<file path="src/rtl/cond_unit.sv">
// cond_unit: execute-stage ARM condition check, NZCV flags, branch-shadow
// squash and a one-entry valid/ready output stage. Option: COND_STATS_EN.
module cond_unit #(
  parameter int SHADOW = 1,
  parameter int CNT_W  = 16
) (
  input  logic             clk,
  input  logic             rst_n,
  input  logic             in_valid,
  output logic             in_ready,
  input  logic [3:0]       cond,
  input  logic [3:0]       alu_flags,
  input  logic [1:0]       flagW,
  input  logic             PCS,
  input  logic             regW,
  input  logic             memW,
  output logic             out_valid,
  input  logic             out_ready,
  output logic             PCSrc,
  output logic             RegWrite,
  output logic             MemWrite,
  output logic             cond_ex,
  output logic [3:0]       flags
`ifdef COND_STATS_EN
  ,
  output logic [CNT_W-1:0] exec_count,
  output logic [CNT_W-1:0] skip_count
`endif
);

  logic       n, z, c, v;
  logic       pass;
  logic       squash;
  logic       ex;
  logic       accept;
  logic [1:0] shadow_q;

  assign {n, z, c, v} = flags;
  assign in_ready = !out_valid | out_ready;
  assign accept   = in_valid & in_ready;
  assign squash   = (shadow_q != 2'd0);
  assign ex       = pass & !squash;

  always_comb begin
    pass = 1'b0;
    unique case (cond)
      4'b0000: pass = z;
      4'b0001: pass = !z;
      4'b0010: pass = c;
      4'b0011: pass = !c;
      4'b0100: pass = n;
      4'b0101: pass = !n;
      4'b0110: pass = v;
      4'b0111: pass = !v;
      4'b1000: pass = c & !z;
      4'b1001: pass = !c | z;
      4'b1010: pass = (n == v);
      4'b1011: pass = (n != v);
      4'b1100: pass = !z & (n == v);
      4'b1101: pass = z | (n != v);
      4'b1110: pass = 1'b1;
      4'b1111: pass = 1'b0;
    endcase
  end

  always_ff @(posedge clk or negedge rst_n) begin
    if (!rst_n) begin
      flags     <= 4'b0000;
      out_valid <= 1'b0;
      PCSrc     <= 1'b0;
      RegWrite  <= 1'b0;
      MemWrite  <= 1'b0;
      cond_ex   <= 1'b0;
      shadow_q  <= 2'd0;
    end else if (accept) begin
      out_valid <= 1'b1;
      cond_ex   <= ex;
      PCSrc     <= PCS & ex;
      RegWrite  <= regW & ex;
      MemWrite  <= memW & ex;
      if (ex & flagW[1]) flags[3:2] <= alu_flags[3:2];
      if (ex & flagW[0]) flags[1:0] <= alu_flags[1:0];
      // a squashed branch must not re-arm the shadow
      if (squash)          shadow_q <= shadow_q - 2'd1;
      else if (PCS & ex)   shadow_q <= 2'(SHADOW);
    end else if (out_ready & out_valid) begin
      out_valid <= 1'b0;
      cond_ex   <= 1'b0;
      PCSrc     <= 1'b0;
      RegWrite  <= 1'b0;
      MemWrite  <= 1'b0;
    end
  end

`ifdef COND_STATS_EN
  always_ff @(posedge clk or negedge rst_n) begin
    if (!rst_n) begin
      exec_count <= '0;
      skip_count <= '0;
    end else if (accept) begin
      if (ex) begin
        if (exec_count != '1) exec_count <= exec_count + CNT_W'(1);
      end else begin
        if (skip_count != '1) skip_count <= skip_count + CNT_W'(1);
      end
    end
  end
`endif

endmodule

</file>
<file path="config.mk">
export PLATFORM = sky130hd
export DESIGN_NAME = cond_unit
export DESIGN_NICKNAME = d
export VERILOG_FILES = /design/src/rtl/cond_unit.sv
export SDC_FILE = /design/constraint.sdc
export NUM_CORES = 1
export LEC_CHECK = 0
export BUFFER_PORTS_ARGS = -buffer_cell sky130_fd_sc_hd__buf_4
export CAP_MARGIN = 5
export CELL_PAD_IN_SITES_DETAIL_PLACEMENT = 1
export CELL_PAD_IN_SITES_GLOBAL_PLACEMENT = 1
export CORE_UTILIZATION = 36
export CTS_CLUSTER_DIAMETER = 30
export DETAILED_ROUTE_END_ITERATION = 10
export PLACE_DENSITY_LB_ADDON = 0.1
export SLEW_MARGIN = 0
export SYNTH_ARGS = -nofsm -noshare
export SYNTH_HDL_FRONTEND = slang
export SYNTH_SLANG_ARGS = --single-unit
</file>
<file path="constraint.sdc">
create_clock -name clk -period 2.4 [get_ports clk]
set_clock_uncertainty 0.05 [all_clocks]
set_input_delay 0.48 -clock clk [delete_from_list [all_inputs] [get_ports clk]]
set_output_delay 0.48 -clock clk [all_outputs]
set_load 0.02 [all_outputs]
</file>
==> metrics <==
vias in the first global route=719; Hold Crit Depth=2; mapped cell area=795.8 sq um; Final Net Count=120; first-pass GRT wire length=3.325 mm; relative slew slack=72.23%; initial antenna violation count=0; Routed Antenna Nets=0; Post-Place Cells=124; Fin. Hold Viols=0; FP Rows=16; TritonCTS clock tree=built; Yosys top cell by area=dfrtp_1; CTS root buf=clkbuf_4; PortBufs=26; syn_area_per_cell=10.47 sq um; initial core utilization=39.36%; register area share after synthesis=34.59%; period utilization=82.93%; # H-tree levels=1; worst skew pair latency=0.27 ns; WP data arrival=2.09 ns; worst reg-to-reg path cell count=5; Die Y=49.02 um; Post-synth top flop=dfrtp_1; DR pass1 iterations=4; status=complete, no violations; Worst Tran Pin Value=0.4049 ns; Max IR drop VDD=0.0005764 V; GRT overflow=0; gpl congestion=0.8198; Final Setup Violations=0; setup_tns=0 ns; vias per cell=5.527; Tot GR Track Use=18.45%; top post-synthesis cells by area=dfrtp_1 (35%), a32o_1 (5.0%), mux2i_1 (5.0%); Mapped Cells=76; CP Max Fanout=5; Reg clk slew, reported paths=0.08 ns; Post CTS Setup Buffer Count=0; Remaining DRCs=0; fin crit period=1.990 ns; startpoint types=flip-flop; f_max=0.5024 GHz; top post-synthesis cells by count=dfrtp_1 (11), inv_1 (5), a32o_1 (4), mux2i_1 (4), nor2_1 (4); core area=0.002022 sq mm; number of synthesized flops with an enable pin=0; Die Wd=49.02 um; LEAKAGE=0.4701 nW; die area=0.002402 sq mm; DR vias=713; I/O pins=27; Hold Crit Class=primary input to flip-flop; clk buf depth=2; Crit. End Element=flip-flop; Synth Register Bits=11; pin count of the biggest net entering global routing=15; crit path kind=flip-flop to flip-flop; max cap viols=0; Area Growth Syn to Fin=28.77%; top cell type's share of synthesized area=34.59%; 1st-iter DRT viols=11; Yosys Warn Count=0; fin cells=129; Yosys cell types=39; RSZ-0062 raised after global routing=false; clk sinks=11; Post-Route WL=1.902 mm; layout cells sized above 1=37.25%; hpwl dp=1.499 mm; FFs w/ async S/R, synth=100.0%; Fin Hold WS=0.3913 ns; syn_nets=93; WL per Instance=14.74 um; CP Data Required Time=2.50 ns; PwrDens=858.8 mW/mm^2; max-slew violations=0; most common cell in the netlist=dfrtp_1; Inserted Diodes=0; clock buffer count from CTS=3
-- cells by family after synthesis --
logic type / share of synthesized area (%)
AO/OA/AOI/OAI: 25.47
XOR/XNOR: 2.202
buffers and inverters: 6.918
flip-flops: 34.59
multiplexers: 11.64
AND/OR/NAND/NOR: 19.18
-- critical path, cell delays in order, from the launching register on --
cell       delay (ns)
dfrtp_1          0.41
nand2b_1         0.18
o2111ai_2        0.18
or3b_2           0.54
a31oi_4          0.20
mux2_4           0.31
-- state kept, by name, indices dropped and copies added (netlist names) --
register   count
RegWrite       1
flags          4
MemWrite       1
shadow_q       2
cond_ex        1
out_valid      1
PCSrc          1
-- stage by stage --
step	utilization [%]	total power, W	cell area [sq um]	worst slack [ns]
floorplan	-	0.0005982	795.8	0.2711
global placement	48.89	0.0007497	988.4	0.1924
detailed placement	48.89	0.0007565	988.4	0.1873
CTS	50.68	0.0008887	1025	0.4023
global route	50.68	0.0009465	1025	0.2778
finish	50.68	0.0008800	1025	0.4096
-- area by class of cell --
cell class | instances | area, sq um
well taps | 27 | 33.78
fillers | 240 | 997.2
multi-input cells | 55 | 465.4
inverters | 5 | 18.77
repair buffers | 27 | 205.2
flip-flops and latches | 11 | 275.3
clock buffers | 4 | 26.28
-- timing repair --
action                     CTS  global route
hold endpoints to repair    11             0
setup endpoints to repair    0             0
hold buffers                 1             0
resized for setup            0             0
-- cells in the final DEF, fill, tap and decap left out, types with 2 or more instances in the layout --
master	count
mux2_2	2
mux2i_1	4
inv_1	5
a21oi_1	2
nor2b_1	3
dfrtp_1	11
a31oi_1	2
a32o_1	4
nor3b_1	3
o21ai_0	2
o31ai_1	2
mux2_4	2
buf_4	26
nand2b_1	2
o2111ai_1	2
nor2_1	4
clkbuf_4	3
-- report_power, final --
part	switching, W	internal [W]	total [W]
registers	0.0000876	0.000240	0.000328
clock network	0.0000657	0.0000642	0.000130
logic	0.000208	0.000214	0.000422
-- metal layers --
layer | vias to the layer above | GRT usage, % | routed length [um]
met4 | 0 | 5.392 | 14
met1 | 348 | 26.51 | 905
li1 | 345 | - | -
met2 | 18 | 27.31 | 893
met3 | 2 | 4.361 | 87
met5 | - | 0 | 0
-- path summary, 6_finish.rpt --
path | from | end | slack (ns)
worst max-delay path | out_valid | flags[1] | 0.41
max in group asynchronous | rst_n | flags[2] | 1.62
worst max register to register | out_valid | flags[1] | 0.41
worst min-delay path | in_valid | out_valid | 0.39
min in group asynchronous | rst_n | shadow_q[0] | 0.52
worst min register to register | PCSrc | PCSrc | 0.45
No activity file was read; power rests on OpenSTA's default activity.
